<file path="src/rtl/led_uart_tx.sv">
// led_uart_tx: byte FIFO feeding an 8N1 UART transmitter.
// Bytes pushed by the ALU core's LED instruction are queued here and sent
// LSB first on oTx. Consecutive frames follow each other with no idle gap.
//
//   state | meaning
//   ------+--------------------------------------------------------------
//   IDLE  | line high, waiting for the FIFO to become non-empty
//   START | start bit (low) for one bit period
//   DATA  | eight data bits, LSB first, one bit period each
//   STOP  | stop bit (high); at its end, pop the next byte or go idle
module led_uart_tx #(
   parameter int CLKS_PER_BIT = 434,
   parameter int FIFO_DEPTH   = 4,
   parameter int FIFO_AW      = 2
) (
   input  logic               Clock,
   input  logic               Reset,
   input  logic               iWriteEnable,
   input  logic [7:0]         iData,
   output logic               oFull,
   output logic [FIFO_AW:0]   oCount,
   output logic               oTx,
   output logic               oBusy,
   output logic               oOverflow
);

   localparam int BAUD_W = (CLKS_PER_BIT > 1) ? $clog2(CLKS_PER_BIT) : 1;
   localparam logic [BAUD_W-1:0]  BAUD_LAST  = BAUD_W'(CLKS_PER_BIT - 1);
   localparam logic [FIFO_AW:0]   FULL_COUNT = (FIFO_AW + 1)'(FIFO_DEPTH);

   typedef enum logic [1:0] {IDLE, START, DATA, STOP} txStateT;

   logic [7:0]          fifoMem [FIFO_DEPTH];
   logic [FIFO_AW-1:0]  wrPtr;
   logic [FIFO_AW-1:0]  rdPtr;
   logic [BAUD_W-1:0]   baudCnt;
   logic [2:0]          bitIdx;
   logic [7:0]          shiftReg;
   txStateT             state;
   logic                push;
   logic                pop;
   logic                baudDone;

   assign baudDone = (baudCnt == BAUD_LAST);
   // Fullness comes from the registered count, so a same-edge pop cannot
   // make room for a push that arrives while full.
   assign push     = iWriteEnable & ~oFull;
   assign pop      = (oCount != '0) & ((state == IDLE) | ((state == STOP) & baudDone));
   assign oFull    = (oCount == FULL_COUNT);
   assign oBusy    = (state != IDLE) | (oCount != '0);

   // FIFO storage; contents need no reset because occupancy is tracked separately
   always_ff @(posedge Clock) begin
      if (push) begin
         fifoMem[wrPtr] <= iData;
      end
   end

   // FIFO pointers, occupancy and the sticky overflow flag
   always_ff @(posedge Clock or negedge Reset) begin
      if (!Reset) begin
         wrPtr     <= '0;
         rdPtr     <= '0;
         oCount    <= '0;
         oOverflow <= 1'b0;
      end else begin
         if (push) begin
            wrPtr <= wrPtr + 1'b1;
         end
         if (pop) begin
            rdPtr <= rdPtr + 1'b1;
         end
         if (push && !pop) begin
            oCount <= oCount + 1'b1;
         end else if (pop && !push) begin
            oCount <= oCount - 1'b1;
         end
         if (iWriteEnable && oFull) begin
            oOverflow <= 1'b1;
         end
      end
   end

   // Transmit FSM: baud timing, bit sequencing and the registered TX line
   always_ff @(posedge Clock or negedge Reset) begin
      if (!Reset) begin
         state    <= IDLE;
         baudCnt  <= '0;
         bitIdx   <= '0;
         shiftReg <= '0;
         oTx      <= 1'b1;
      end else begin
         case (state)
            IDLE: begin
               oTx <= 1'b1;
               if (pop) begin
                  shiftReg <= fifoMem[rdPtr];
                  baudCnt  <= '0;
                  state    <= START;
                  oTx      <= 1'b0;
               end
            end
            START: begin
               if (baudDone) begin
                  baudCnt <= '0;
                  bitIdx  <= '0;
                  state   <= DATA;
                  oTx     <= shiftReg[0];
               end else begin
                  baudCnt <= baudCnt + 1'b1;
               end
            end
            DATA: begin
               if (baudDone) begin
                  baudCnt <= '0;
                  if (bitIdx == 3'd7) begin
                     state <= STOP;
                     oTx   <= 1'b1;
                  end else begin
                     // shift right so the next bit to send is always in bit 1
                     bitIdx   <= bitIdx + 1'b1;
                     shiftReg <= {1'b0, shiftReg[7:1]};
                     oTx      <= shiftReg[1];
                  end
               end else begin
                  baudCnt <= baudCnt + 1'b1;
               end
            end
            STOP: begin
               if (baudDone) begin
                  baudCnt <= '0;
                  if (pop) begin
                     shiftReg <= fifoMem[rdPtr];
                     state    <= START;
                     oTx      <= 1'b0;
                  end else begin
                     state <= IDLE;
                  end
               end else begin
                  baudCnt <= baudCnt + 1'b1;
               end
            end
            default: begin
               state <= IDLE;
               oTx   <= 1'b1;
            end
         endcase
      end
   end

endmodule

</file>
<file path="config.mk">
export PLATFORM = sky130hd
export DESIGN_NAME = led_uart_tx
export DESIGN_NICKNAME = d
export VERILOG_FILES = /design/src/rtl/led_uart_tx.sv
export SDC_FILE = /design/constraint.sdc
export NUM_CORES = 1
export LEC_CHECK = 0
export CAP_MARGIN = 20
export CORE_MARGIN = 1
export CORE_UTILIZATION = 38
export CTS_CLUSTER_SIZE = 12
export DETAILED_ROUTE_END_ITERATION = 10
export PLACE_DENSITY = 0.69
export SYNTH_ARGS = -nofsm -noshare
export SYNTH_HDL_FRONTEND = slang
export SYNTH_SLANG_ARGS = --single-unit
export TNS_END_PERCENT = 20
</file>
<file path="constraint.sdc">
create_clock -name Clock -period 2.34 [get_ports Clock]
set_clock_uncertainty 0.1 [all_clocks]
set_input_delay 0.351 -clock Clock [delete_from_list [all_inputs] [get_ports Clock]]
set_output_delay 0.351 -clock Clock [all_outputs]
set_load 0.01 [all_outputs]
</file>
==> metrics.txt, run 1 <==
#FFs+latches synth=63; Distinct cells, synth=45; Reg power frac=0.390; RSZ-0062 raised after global routing=yes; I/O pin cnt=18; sw frac=0.351; placer congestion estimate=0.823; CTS tree=done; Hold Slack=0.304 ns; CTS root buffer=clkbuf_8; WS Path Type=flip-flop to flip-flop; Leak=0.00143 uW; FP Rows=31; FF-to-FF Start=oCount[2]; startpoint type of the worst setup path=flip-flop; Die Area=0.00808 sq mm; CTS Sinks=63; placed instance count=360; first-pass GRT wire length=9.03 mm; largest fanout on the critical path=4; Antenna diodes=0; clock transition at the registers of the reported paths=0.08 ns; crit path DAT=2.48 ns; Clock Latency Late Sink=0.34 ns; share of cells above drive strength 1=0.237; critical path data required time=2.50 ns; largest net degree at the start of global routing=32; Yosys warnings=0; CTS Buf Count=9; CTS Buffer Depth=2; Comb pwr share=0.412; worst ir drop on vdd=0.567 mV; First DRT Iteration DRCs=96; max-slew violation count=0; Power Dens Cells=1200 mW/mm^2; Starting Density=0.398; Slew HR=0.711; max frequency=431 MHz; Core Area=0.00737 sq mm; internal power=2800 uW; Area Growth Syn to Fin=22.7%; vias=1,898; ys flop type=edfxtp_1; DRC Markers=0; ys async rst share=0.492; Final ANT Viol Nets=0; Post-synth EDFFs=32; DR pass1 iterations=6; Vias/cell=5.03; Synth Cell Area=0.00294 sq mm; Die Span Y=89.9 microns; total power=4310 uW; Setup Viol. Count Final=0; fin util=0.489; Crit. End Element=flip-flop; total grt overflow=0; Total Nets Final=300; Net Switching=1510 uW; post-synth net total=254; Post-Syn Area per Cell=12.9 sq um; Slew @ Worst Pin=0.430 ns; drt total wl=5.29 mm; htree depth=3; Synth Instances=227; DR WL/cell=14.0 microns; Tmin final=2.32 ns; hold_buf cts=0; Critical Path Start=oCount[2]; non-filler instance count after layout=377; port buffer count=17; DIE WIDTH=89.9 microns; HP Class=primary input to asynchronous set/reset pin; status=finished, final reports clean; fin crit share=0.991; vias in the first global route=1,919; HPWL after DPL=3.77 mm; MaxCap Viol Count=0; initial antenna violation count=0; Clk pwr share=0.197; GRT Total Usage=0.144; Hold Violations, Final=0; sequential share of the synthesized area=0.592
-- timing repair --
| action | CTS | global route |
|---|---|---|
| resized for setup | 0 | 2 |
| buffers inserted | 0 | 1 |
| endpoints found under the setup margin | 0 | 4 |
-- per-stage QoR --
stage	area [sq um]	TNS, ns	setup WS, ns
global route	3600	-0.109	-0.0559
floorplan	2970	0	0.00750
global placement	3410	0	0.0775
detailed placement	3410	0	0.0239
finish	3600	0	0.0202
CTS	3590	0	0.00546
-- state kept, by name (all words and copies together) (netlist names) --
name,cells
bitIdx,3
wrPtr,2
state,2
baudCnt,9
shiftReg,8
fifoMem,32
rdPtr,2
oTx,1
oCount,3
oOverflow,1
-- layout make-up --
type                       count  area [sq um]
clock buffer                   9           124
clock inverter                 7          56.3
fill                         663          3770
inverter                      18          67.6
multi-input combinational    139          1130
sequential                    63          1740
tap                           99           124
timing repair buffer          42           358
-- Yosys cell counts, types with 6 or more instances --
master / n / area [sq um]
a21oi_1: 9 / 45.0
dfrtp_1: 30 / 751
edfxtp_1: 32 / 961
ha_1: 15 / 188
inv_1: 17 / 63.8
mux4_2: 8 / 180
nand2_1: 13 / 48.8
nand3_1: 7 / 35.0
nor2_1: 9 / 33.8
o21ai_0: 17 / 85.1
o22ai_1: 7 / 43.8
o31ai_1: 6 / 45.0
-- placed cells by master (no fill, tap or decap), drive strengths merged, types with 2 or more instances in the layout --
cell type / Yosys / final
edfxtp: 32 / 32
dfrtp: 30 / 30
buf: 3 / 25
inv: 18 / 20
o21ai: 18 / 18
clkdlybuf4s50: 0 / 17
ha: 15 / 15
nand2: 13 / 13
nor2: 10 / 10
a21oi: 9 / 9
clkbuf: 4 / 9
mux4: 8 / 8
nand3: 7 / 7
o22ai: 7 / 7
o31ai: 6 / 6
and2: 4 / 4
xnor2: 4 / 4
a22oi: 4 / 4
clkinv: 0 / 4
nor2b: 3 / 3
nor3: 3 / 3
a21o: 2 / 2
nand2b: 2 / 2
xor2: 2 / 2
a31oi: 2 / 2
a22o: 2 / 2
mux2: 2 / 2
o41ai: 2 / 2
-- worst max-delay path: stages (launching register included) --
cell	delay [ns]
dfrtp_1	0.39
or3_4	0.42
a31o_4	0.26
inv_2	0.06
ha_2	0.17
inv_1	0.05
fa_1	0.37
xor2_1	0.17
nor2_1	0.10
xor2_1	0.15
-- layer usage --
metal	vias up	wire [microns]	GRT usage
li1	941	-	-
met1	923	2510	0.187
met2	30	2590	0.230
met3	4	116	0.0305
met4	0	63	0.0712
met5	-	0	0
-- cells by family (layout without fill, tap and decap cells) --
logic type / after synthesis / count (layout) / synth area share
flip-flops: 63 / 63 / 0.592
buffers and inverters: 25 / 76 / 0.0332
adder cells (fa/ha/maj): 16 / 16 / 0.0708
multiplexers: 10 / 10 / 0.0691
AO/OA/AOI/OAI: 58 / 58 / 0.127
XOR/XNOR: 6 / 6 / 0.0179
AND/OR/NAND/NOR: 49 / 49 / 0.0899
-- power groups by stage --
| stage | Sequential [uW] | Combinational, uW | Clock [uW] |
|---|---|---|---|
| after global placement | 1700 | 1720 | 0 |
| after detailed placement | 1710 | 1760 | 0 |
| final | 1680 | 1780 | 851 |
| after floorplan | 1680 | 1160 | 0 |
| after global routing | 1720 | 1980 | 930 |
| after CTS | 1690 | 1770 | 875 |
-- worst paths after layout --
| check | endpoint | slack [ns] | depth (start not counted) |
|---|---|---|---|
| setup / recovery | oCount[2] | 0.02 | 9 |
| hold reg to reg | oOverflow | 0.36 | 1 |
| setup reg to reg | oCount[2] | 0.02 | 9 |
| min in group Clock | oOverflow | 0.36 | 1 |
| max in group asynchronous | oTx | 1.51 | 2 |
| hold / removal | baudCnt[1] | 0.30 | 2 |
Note: power is estimated with default switching activity, not from simulation.
==> run 2, diff against run 1 <==
--- a/config.mk
+++ b/config.mk
@@ -6,11 +6,14 @@
 export NUM_CORES = 1
 export LEC_CHECK = 0
 export CAP_MARGIN = 20
+export CELL_PAD_IN_SITES_DETAIL_PLACEMENT = 0
+export CELL_PAD_IN_SITES_GLOBAL_PLACEMENT = 2
 export CORE_MARGIN = 1
-export CORE_UTILIZATION = 38
+export CORE_UTILIZATION = 37
 export CTS_CLUSTER_SIZE = 12
 export DETAILED_ROUTE_END_ITERATION = 10
-export PLACE_DENSITY = 0.69
+export PLACE_DENSITY = 0.87
+export SLEW_MARGIN = 20
 export SYNTH_ARGS = -nofsm -noshare
 export SYNTH_HDL_FRONTEND = slang
 export SYNTH_SLANG_ARGS = --single-unit
==> metrics.txt, run 2 (synthesized netlist as in run 1, its figures left out) <==
commonest cells after routing, fill and taps aside=edfxtp_1 (32), buf_4 (32), dfrtp_1 (28), o21ai_0 (17), inv_1 (16); Starting Density=0.382 (-0.0165); non-filler instance count after layout=387 (+2.7%); GRT Total Usage=0.151 (+0.00731); MaxCap Viol Count=0 (unchanged); worst ir drop on vdd=0.643 mV (+13%); Antenna diodes=0 (unchanged); clock transition at the registers of the reported paths=0.07 ns (about the same); placed instance count=365 (+1.4%); sw frac=0.351 (+0.000466); Vias/cell=5.01 (-0.48%); crit path DAT=2.43 ns (-0.05 ns); Crit. End Element=flip-flop; fin crit share=0.968 (-0.0232); Power Dens Cells=1200 mW/mm^2 (+0.42%); drt total wl=5.68 mm (+7.4%); max-slew violation count=0 (unchanged); CTS tree=done; post-route design area=0.00369 sq mm (+2.4%); FP Rows=32 (+3.2%); htree depth=3 (unchanged); total grt overflow=0 (unchanged); largest fanout on the critical path=4 (unchanged); CTS root buffer=clkbuf_8; DR WL/cell=14.7 microns (+4.6%); Final ANT Viol Nets=0 (unchanged); Tmin final=2.27 ns (-0.0542 ns); Setup Viol. Count Final=0 (unchanged); internal power=2880 uW (+2.8%); post-route setup TNS=0 ns (unchanged); Slew @ Worst Pin=0.448 ns (+0.0185 ns); startpoint type of the worst setup path=flip-flop; vias in the first global route=1,987 (+3.5%); critical path data required time=2.50 ns (about the same); Clock Latency Late Sink=0.34 ns (about the same); Die Area=0.00829 sq mm (+2.6%); First DRT Iteration DRCs=89 (-7.3%); Reg power frac=0.382 (-0.008); CTS Buf Count=9 (unchanged); Total Nets Final=307 (+2.3%); WS Path Type=flip-flop to flip-flop; port buffer count=17 (unchanged); CTS Buffer Depth=2 (unchanged); DR pass1 iterations=4 (-2); initial antenna violation count=0 (unchanged); Clk pwr share=0.192 (-0.005); DIE WIDTH=91.1 microns (+1.3%); first-pass GRT wire length=9.64 mm (+6.7%); Largest regs=fifoMem (32), baudCnt (9), shiftReg (8); I/O pin cnt=18 (unchanged); Leak=0.00148 uW (+3.6%); max reg flops=32 (unchanged); HP Class=primary input to asynchronous set/reset pin; largest register by flop count=fifoMem; status=finished, final reports clean; Core Area=0.00769 sq mm (+4.3%); Area after DPL=0.00343 sq mm (+0.55%); max frequency=441 MHz (+2.4%); Area Growth Syn to Fin=25.7%; vias=1,939 (+2.2%); CTS Sinks=63 (unchanged); DRC Markers=0 (unchanged); Hold Violations, Final=0 (unchanged); placer congestion estimate=0.733 (-11%); largest net degree at the start of global routing=32 (unchanged); share of cells above drive strength 1=0.270 (+0.0328); Comb pwr share=0.426 (+0.014); Slew HR=0.701 (-0.00931); Net Switching=1560 uW (+3.0%); Die Span Y=91.1 microns (+1.3%); total power=4440 uW (+2.9%); HPWL after DPL=4.03 mm (+6.7%)
run 2: cell types whose count changed in the layout (fill, tap and decap cells not counted), sizes merged:
cell	change
clkdlybuf4s50	-2
clkinvlp	+1
buf	+7
inv	+1
clkinv	-2
dlymetal6s2s	+2
run 2: power by group through the flow:
stage / clock network, uW / registers, uW / logic [uW]
global placement: 0 / 1710 / 1760
global route: 919 / 1750 / 2100
finish: 852 / 1700 / 1890
CTS: 879 / 1700 / 1800
detailed placement: 0 / 1720 / 1790
floorplan: 0 / 1680 / 1160
run 2: final timing paths:
path | start | end | slack, ns | depth (start not counted)
setup / recovery | oCount[1] | oCount[2] | 0.07 | 9
hold / removal | Reset | oCount[1] | 0.31 | 2
setup reg to reg | oCount[1] | oCount[2] | 0.07 | 9
hold reg to reg | oOverflow | oOverflow | 0.37 | 1
max in group asynchronous | Reset | oTx | 1.50 | 2
min in group Clock | oOverflow | oOverflow | 0.37 | 1
run 2: what timing repair did:
action                                 4_1_cts  5_1_grt
setup endpoints to repair                    2        4
setup buffers                                0        6
pin swaps                                    0        4
hold buffers                                 0        0
gates resized for setup                      1        9
endpoints found under the hold margin        0        0
run 2: cell type report:
cell class,instances,area [sq um]
clock buffers,9,124
well taps,102,128
multi-input cells,139,1160
clock inverters,7,55.1
repair buffers,49,415
fillers,710,4000
flip-flops and latches,63,1740
inverters,18,67.6
run 2: critical path: stages (launching register included):
cell and delay [ns]:
dfrtp_2 0.42, or3_4 0.42, a31o_4 0.24, inv_2 0.07
ha_4 0.13, inv_1 0.05, fa_2 0.33, xor2_1 0.16
nor2_1 0.13, xor2_1 0.15
run 2: layer usage:
metal / vias to the layer above / GRT usage / wire [microns]
li1: 950 / - / -
met1: 959 / 0.187 / 2640
met2: 23 / 0.255 / 2820
met3: 7 / 0.0343 / 144
met4: 0 / 0.0635 / 82
met5: - / 0 / 0
run 2: stage by stage:
stage	worst slack, ns	utilization	hold WS, ns
after floorplan	0.00750	-	-0.0446
after global placement	0.0495	0.446	0.344
after detailed placement	0.0169	0.446	0.353
after CTS	-0.0124	0.470	0.315
after global routing	-0.0152	0.480	0.338
final	0.0744	0.480	0.307
